File: config.mk
export PLATFORM = sky130hd
export DESIGN_NAME = dpram_arbiter
export DESIGN_NICKNAME = d
export VERILOG_FILES = /design/src/rtl/dpram_arbiter.sv
export SDC_FILE = /design/constraint.sdc
export NUM_CORES = 1
export LEC_CHECK = 0
export CORE_ASPECT_RATIO = 1.1
export CORE_MARGIN = 3
export CORE_UTILIZATION = 25
export CTS_CLUSTER_DIAMETER = 30
export CTS_CLUSTER_SIZE = 20
export DETAILED_ROUTE_END_ITERATION = 16
export PLACE_DENSITY = 0.63
export SYNTH_ARGS = -nofsm -noshare
export SYNTH_HDL_FRONTEND = slang
export SYNTH_SLANG_ARGS = --single-unit
File: constraint.sdc
create_clock -name clk -period 3.4 [get_ports clk]
set_clock_uncertainty 0.1 [all_clocks]
set_input_delay 0.68 -clock clk [delete_from_list [all_inputs] [get_ports clk]]
set_output_delay 0.68 -clock clk [all_outputs]
set_load 0.02 [all_outputs]
File: src/rtl/dpram_arbiter.sv
// ---------------------------------------------------------------------------
// dpram_arbiter
//
// Purpose:
//   Shares a simple dual-port RAM (one write port, one read port) between two
//   requesters, A and B.  The write port and the read port each have their
//   own round-robin arbiter, so a write from one requester and a read from
//   the other are both granted in the same cycle.  Grants are combinational;
//   read responses come back one cycle later, tagged with the owner that was
//   granted the read.
//
// Configuration:
//   DPRAM_ARB_FWD_EN - when defined, a write and a read to the same address
//                      in the same cycle return the new write data to the
//                      reader instead of the RAM's pre-write data.
//
// Ports:
//   clk                      clock, all state updates on the rising edge
//   rst                      asynchronous reset, active low
//   req_a / req_b            request strobes
//   op_a / op_b              1 = write, 0 = read
//   addr_a / addr_b          request addresses
//   wdata_a / wdata_b        write data
//   gnt_a / gnt_b            combinational grants
//   rvalid_a / rvalid_b      registered read-response strobes
//   rdata_a / rdata_b        read data, qualified by rvalid, held otherwise
//   ram_we / ram_wr_addr / ram_wr_data   RAM write port
//   ram_re / ram_rd_addr                 RAM read port
//   ram_rd_data              RAM read data, valid one cycle after ram_re
// ---------------------------------------------------------------------------
module dpram_arbiter #(
    parameter int DATA_WIDTH   = 8,
    parameter int ADDRESS_SIZE = 4
) (
    input  logic                    clk,
    input  logic                    rst,
    input  logic                    req_a,
    input  logic                    req_b,
    input  logic                    op_a,
    input  logic                    op_b,
    input  logic [ADDRESS_SIZE-1:0] addr_a,
    input  logic [ADDRESS_SIZE-1:0] addr_b,
    input  logic [DATA_WIDTH-1:0]   wdata_a,
    input  logic [DATA_WIDTH-1:0]   wdata_b,
    output logic                    gnt_a,
    output logic                    gnt_b,
    output logic                    rvalid_a,
    output logic                    rvalid_b,
    output logic [DATA_WIDTH-1:0]   rdata_a,
    output logic [DATA_WIDTH-1:0]   rdata_b,
    output logic                    ram_we,
    output logic [ADDRESS_SIZE-1:0] ram_wr_addr,
    output logic [DATA_WIDTH-1:0]   ram_wr_data,
    output logic                    ram_re,
    output logic [ADDRESS_SIZE-1:0] ram_rd_addr,
    input  logic [DATA_WIDTH-1:0]   ram_rd_data
);

    // Which requester was granted last on a port (round-robin pointer),
    // and which requester owns the read currently in flight.
    typedef enum logic {
        LAST_A = 1'b0,
        LAST_B = 1'b1
    } last_t;

    typedef enum logic {
        OWNER_A = 1'b0,
        OWNER_B = 1'b1
    } owner_t;

    last_t  wr_last;
    last_t  rd_last;
    owner_t rd_owner;
    logic   rd_pending;

    logic wr_req_a;
    logic wr_req_b;
    logic rd_req_a;
    logic rd_req_b;
    logic wr_gnt_a;
    logic wr_gnt_b;
    logic rd_gnt_a;
    logic rd_gnt_b;

    logic [DATA_WIDTH-1:0] rsp_data;
    logic [DATA_WIDTH-1:0] rdata_a_q;
    logic [DATA_WIDTH-1:0] rdata_b_q;

`ifdef DPRAM_ARB_FWD_EN
    logic                  fwd_hit;
    logic [DATA_WIDTH-1:0] fwd_data;
`endif

    // Sort requests onto the two ports.  Requests are masked by reset so
    // that nothing is granted and the RAM ports stay idle while rst is low.
    always_comb begin
        wr_req_a = rst & req_a & op_a;
        wr_req_b = rst & req_b & op_b;
        rd_req_a = rst & req_a & ~op_a;
        rd_req_b = rst & req_b & ~op_b;
    end

    // Round-robin arbitration, one arbiter per port.  On contention the
    // requester that did not win last time on that port gets the grant.
    // A requester's op selects exactly one port, so it can never collect
    // more than one grant per cycle.
    always_comb begin
        wr_gnt_a = wr_req_a & (~wr_req_b | (wr_last == LAST_B));
        wr_gnt_b = wr_req_b & (~wr_req_a | (wr_last == LAST_A));
        rd_gnt_a = rd_req_a & (~rd_req_b | (rd_last == LAST_B));
        rd_gnt_b = rd_req_b & (~rd_req_a | (rd_last == LAST_A));
    end

    // Grants and RAM port routing.  Idle ports drive zero addresses/data so
    // the RAM interface is quiet outside of granted accesses.
    always_comb begin
        gnt_a       = wr_gnt_a | rd_gnt_a;
        gnt_b       = wr_gnt_b | rd_gnt_b;
        ram_we      = wr_gnt_a | wr_gnt_b;
        ram_wr_addr = '0;
        ram_wr_data = '0;
        ram_re      = rd_gnt_a | rd_gnt_b;
        ram_rd_addr = '0;
        if (wr_gnt_a) begin
            ram_wr_addr = addr_a;
            ram_wr_data = wdata_a;
        end else if (wr_gnt_b) begin
            ram_wr_addr = addr_b;
            ram_wr_data = wdata_b;
        end
        if (rd_gnt_a) begin
            ram_rd_addr = addr_a;
        end else if (rd_gnt_b) begin
            ram_rd_addr = addr_b;
        end
    end

    // Round-robin pointers only move when their port actually grants.
    // Reset leaves both at "B last" so A wins the first contention.
    always_ff @(posedge clk or negedge rst) begin
        if (!rst) begin
            wr_last <= LAST_B;
            rd_last <= LAST_B;
        end else begin
            if (wr_gnt_a) begin
                wr_last <= LAST_A;
            end else if (wr_gnt_b) begin
                wr_last <= LAST_B;
            end
            if (rd_gnt_a) begin
                rd_last <= LAST_A;
            end else if (rd_gnt_b) begin
                rd_last <= LAST_B;
            end
        end
    end

    // Read-in-flight tracking.  Reset clears the pending flag, which drops
    // any response that was outstanding when reset hit.
    always_ff @(posedge clk or negedge rst) begin
        if (!rst) begin
            rd_pending <= 1'b0;
            rd_owner   <= OWNER_A;
        end else begin
            rd_pending <= ram_re;
            if (ram_re) begin
                rd_owner <= rd_gnt_b ? OWNER_B : OWNER_A;
            end
        end
    end

`ifdef DPRAM_ARB_FWD_EN
    // Same-cycle write and read to one address: remember the write data so
    // the reader sees the new value rather than the RAM's old contents.
    always_ff @(posedge clk or negedge rst) begin
        if (!rst) begin
            fwd_hit  <= 1'b0;
            fwd_data <= '0;
        end else begin
            fwd_hit <= ram_we & ram_re & (ram_wr_addr == ram_rd_addr);
            if (ram_we) begin
                fwd_data <= ram_wr_data;
            end
        end
    end

    always_comb begin
        rsp_data = fwd_hit ? fwd_data : ram_rd_data;
    end
`else
    always_comb begin
        rsp_data = ram_rd_data;
    end
`endif

    always_comb begin
        rvalid_a = rd_pending & (rd_owner == OWNER_A);
        rvalid_b = rd_pending & (rd_owner == OWNER_B);
    end

    // rdata passes the response through in the rvalid cycle and keeps the
    // last delivered value afterwards.
    always_ff @(posedge clk or negedge rst) begin
        if (!rst) begin
            rdata_a_q <= '0;
            rdata_b_q <= '0;
        end else begin
            if (rvalid_a) begin
                rdata_a_q <= rsp_data;
            end
            if (rvalid_b) begin
                rdata_b_q <= rsp_data;
            end
        end
    end

    always_comb begin
        rdata_a = rvalid_a ? rsp_data : rdata_a_q;
        rdata_b = rvalid_b ? rsp_data : rdata_b_q;
    end

endmodule

# == Word-level counts from Yosys, hierarchy flattened ==
# Cells that the tools add are included.
# classes
n_mux,13
bitwise_logic,29
reduce_logical,2
# op_table
cell,n
$mux 8,4
$mux 4,4
$and 1x1->1,12
$not 1->1,9
$or 1x1->1,8
$mux 1,5
$reduce_bool 2->1,2
# totals
reg_bits,20

# == Longest topological paths before layout ==
# depth
depth_word,7
mapped_depth,4
ltp_nobuf,3

# == Least setup slack after synthesis ==
# Ideal clock, no wire load.
# synth_path
path_type,input-to-output
startpoint,in op_a
endpoint,out ram_re
t_arrival_ps,1489
slack_ps,1131
cell_stages,3
path_buffers,0
path_cell_list,and2b_1 -> inv_1 -> a21boi_0
# synth_via
elab_chain_cells,6
# synth_lines
element,line,text
"start, declared",39,"input logic op_a,"
$not 1->1 *,99,rd_req_a = rst & req_a & ~op_a;
$and 1x1->1 *,99,
$not 1->1,111,rd_gnt_b = rd_req_b & (~rd_req_a | (rd_last == LAST_A));
$or 1x1->1,111,
$and 1x1->1,111,
$or 1x1->1 *,122,ram_re = rd_gnt_a | rd_gnt_b;
"end, declared",54,"output logic ram_re,"
# Every way passes the cells marked *; elsewhere a longest branch is shown, timed or not.

# == Worst setup path after layout ==
# layout_path
startpoint,in op_b
endpoint,out ram_rd_addr[1]
# layout_via
elab_chain_cells,6
# layout_lines
element,line,text
"start, declared",40,"input logic op_b,"
$not 1->1 *,100,rd_req_b = rst & req_b & ~op_b;
$and 1x1->1 *,100,
$not 1->1,110,rd_gnt_a = rd_req_a & (~rd_req_b | (rd_last == LAST_B));
$or 1x1->1,110,
$and 1x1->1,110,
$mux 4 *,131,if (rd_gnt_a) begin
"end, declared",55,"output logic [ADDRESS_SIZE-1:0] ram_rd_addr,"
# Marked as above.

==> results.py <==
metrics = {
    "sta": {
        "slew_viol_final": 0,
        "fin_crit_sh_pct": 96.71,
        "min_period_ns": 3.288,
        "tightest_slew_ns": 0.4374,
        "tns_ns": 0,
        "maxSlewHeadroom_pct": 70.53,
        "setup_viol_count_final": 0,
        "finalHoldViolCount": 0,
        "fin_hold_ws_ns": 0.3952,
        "rsz0062_at_grt": "no",
        "fmax_mhz": 304.1,
    },
    "die": {
        "rows": 23,
        "die-area_um2": 4910,
        "start_util_pct": 27.01,
        "coreArea_um2": 3799,
        "fp.dieW_um": 67.08,
        "pin_count": 76,
        "die_y_um": 73.19,
    },
    "clock_network": {
        "clk-insertion-delay-late_ns": 0.25,
        "clkTransAtPathRegs_ns": 0.07,
        "cts_max_level": 1,
        "clockBufferDepth": 2,
        "cts-root-buf": "clkbuf_8",
        "cts_buffers": 3,
        "cts_setup_buffers": 0,
        "clock-sinks": 20,
        "tritoncts": "built",
    },
    "final_layout": {
        "syn_to_final_growth_pct": 85.24,
        "nets": 209,
        "fin_cells": 220,
        "fin_area_um2": 1901,
        "drive_gt1_share_pct": 15.88,
        "antennaDiodeCount": 0,
    },
    "synthesis": {
        "synth_compound_area_share_pct": 18.78,
        "ys_warn_count": 0,
        "yosys-top-cells-area": "dfrtp_1, mux2_2, a22o_1",
        "seq_area_frac_synth_pct": 49.02,
        "synthCells": 91,
        "synth_top_family_by_area": "compound AO/OA/AOI/OAI gates",
        "netlist_area_um2": 1026,
        "syn_avg_cell_area_um2": 11.27,
        "synth_top_area_share_pct": 43.90,
        "syn_nets": 129,
        "ys_ff_latch": 20,
        "synthSimpleGateAreaFrac_pct": 10.98,
        "yosysTopAreaCell": "dfrtp_1",
        "synth_xor_area_share_pct": 0,
        "yosys.cell_types.count": 22,
        "synthMuxAreaShare_pct": 17.56,
        "synth_adder_area_share_pct": 0,
    },
    "hold_path": {
        "hold_path_end": "rdata_b_q[7]$_DFF_PN0_",
        "hp-class": "flop to flop",
        "worstHoldStart": "rdata_b_q[7]$_DFF_PN0_",
        "whs_path_depth": 1,
    },
    "grt": {
        "grt_pass1_vias": 1063,
        "grt_max_degree": 19,
        "antenna_found_initial": 0,
        "grt_overflow": 0,
        "grtUsageTotal_pct": 12.50,
        "grt_pass1_wl_um": 4843,
    },
    "power": {
        "p_leak_nw": 0.7968,
        "power_mw": 0.9292,
        "ir_drop_mv": 0.1716,
        "p_per_area_nw_per_um2": 488.9,
    },
    "place": {
        "postPlaceCellArea_um2": 1843,
        "gp_congestion": 0.7033,
        "portBuffers": 75,
        "dp.cells": 216,
        "hpwl_um": 2571,
    },
    "run_status": {
        "status": "finished clean",
    },
    "drt": {
        "dr.pass1.iters": 4,
        "drt-initial-drc-count": 24,
        "num_vias": 1043,
        "wl_per_cell_um": 14.31,
        "ant_nets": 0,
        "drt_wl_total_um": 3149,
        "post_drt_via_cell_ratio": 4.741,
        "drc": 0,
    },
    "setup_path": {
        "path_max_fanout": 5,
        "end_kind": "primary output",
        "arrival_ns": 2.51,
        "r2r-start": "rd_owner$_DFFE_PN0P_",
        "rrSetupSlack_ns": 2.02,
        "reg2reg_to": "rdata_a_q[4]$_DFF_PN0_",
        "startpoint_type": "input port",
        "reg2regPathDepth": 2,
        "crit_type": "input port to primary output",
        "cp.required_ns": 2.62,
    },
    "flow_run": {
        "cap_violations": 0,
    },
}
## what timing repair did
item	in CTS	in global routing
endpoints found under the setup margin	0	2
hold buffers	0	0
gates resized for setup	0	2
hold endpoints to repair	0	0
## worst max-delay path by stage
stage          startpoint              to  depth (start not counted)
2_1_floorplan        op_a          ram_re                          3
3_3_place_gp          rst          ram_re                          4
3_5_place_dp          rst          ram_re                          4
4_1_cts               rst          ram_re                          4
5_1_grt              op_b  ram_rd_addr[1]                          5
6_report             op_b  ram_rd_addr[1]                          5
## cell usage in the layout, fill, tap and decap left out
master           instances
o22ai_1                  8
o21ai_0                  1
inv_1                    3
nor2b_1                  2
nand2b_1                 2
dfrtp_1                 18
mux2_2                  16
dlymetal6s2s_1           1
clkbuf_8                 4
nor2_1                   1
and4_4                   1
o21bai_1                 1
dfstp_2                  2
a21oi_1                  1
clkdlybuf4s50_1         74
nand2_1                 10
a22oi_1                  1
a21boi_1                 1
and2b_1                  1
buf_4                    4
nand3_1                  4
a22o_1                  10
a21o_1                   3
nand3b_1                 1
## per-layer routing
layer | up-vias | wire length (um) | track usage, %
met3 | 6 | 258 | 3.082
met2 | 51 | 1592 | 23.03
met5 | - | 0 | 0
li1 | 494 | - | -
met4 | 0 | 48 | 3.378
met1 | 492 | 1250 | 14.05
## sequential cells by signal, summed over array words and instances, names as in the netlist
register / cells
wr_last: 1
rd_owner: 1
rd_pending: 1
rdata_a_q: 8
rd_last: 1
rdata_b_q: 8
## kinds of logic after synthesis
kind of cell	Yosys count
AO/OA/AOI/OAI	26
AND/OR/NAND/NOR	22
flip-flops	20
multiplexers	16
buffers and inverters	7
## worst max-delay path, stage by stage
cell	delay [ns]
clkdlybuf4s50_1	0.47
nand2b_1	0.24
o21ai_0	0.40
o22ai_1	0.16
clkdlybuf4s50_1	0.56
## synth_stat cells
library cell and instances:
buf_2 3, a22o_1 10, o21ai_0 1, nand3_1 4, dfrtp_1 18, o22ai_1 8
a22oi_1 1, nand2_1 10, nand3b_1 1, nor2_1 1, a21o_1 3, o21bai_1 1
and4_4 1, mux2_2 16, and2b_1 1, inv_1 3, nor2b_1 2, dfstp_2 2
a21oi_1 1, buf_6 1, a21boi_0 1, nand2b_1 2
## report_power, final
group          internal, mW  switching (mW)  total, mW
logic                 0.229           0.196      0.425
clock network         0.103          0.0732      0.176
registers             0.307          0.0212      0.328
## through the flow
| step | utilization [%] | setup WS (ns) |
|---|---|---|
| floorplan | - | 1.131 |
| global placement | 48.52 | 0.07920 |
| global route | 50.03 | 0.01310 |
| CTS | 49.97 | 0.05858 |
| detailed placement | 48.52 | 0.06392 |
| finish | 50.03 | 0.1118 |
## cell type report
cell class | instances | area, um^2
multi-input cells | 64 | 485.5
inverters | 3 | 11.26
clock buffers | 4 | 55.05
well taps | 50 | 62.56
flip-flops and latches | 20 | 503.0
repair buffers | 79 | 783.3
fillers | 365 | 1898
Note: power is estimated with default switching activity, not from simulation.
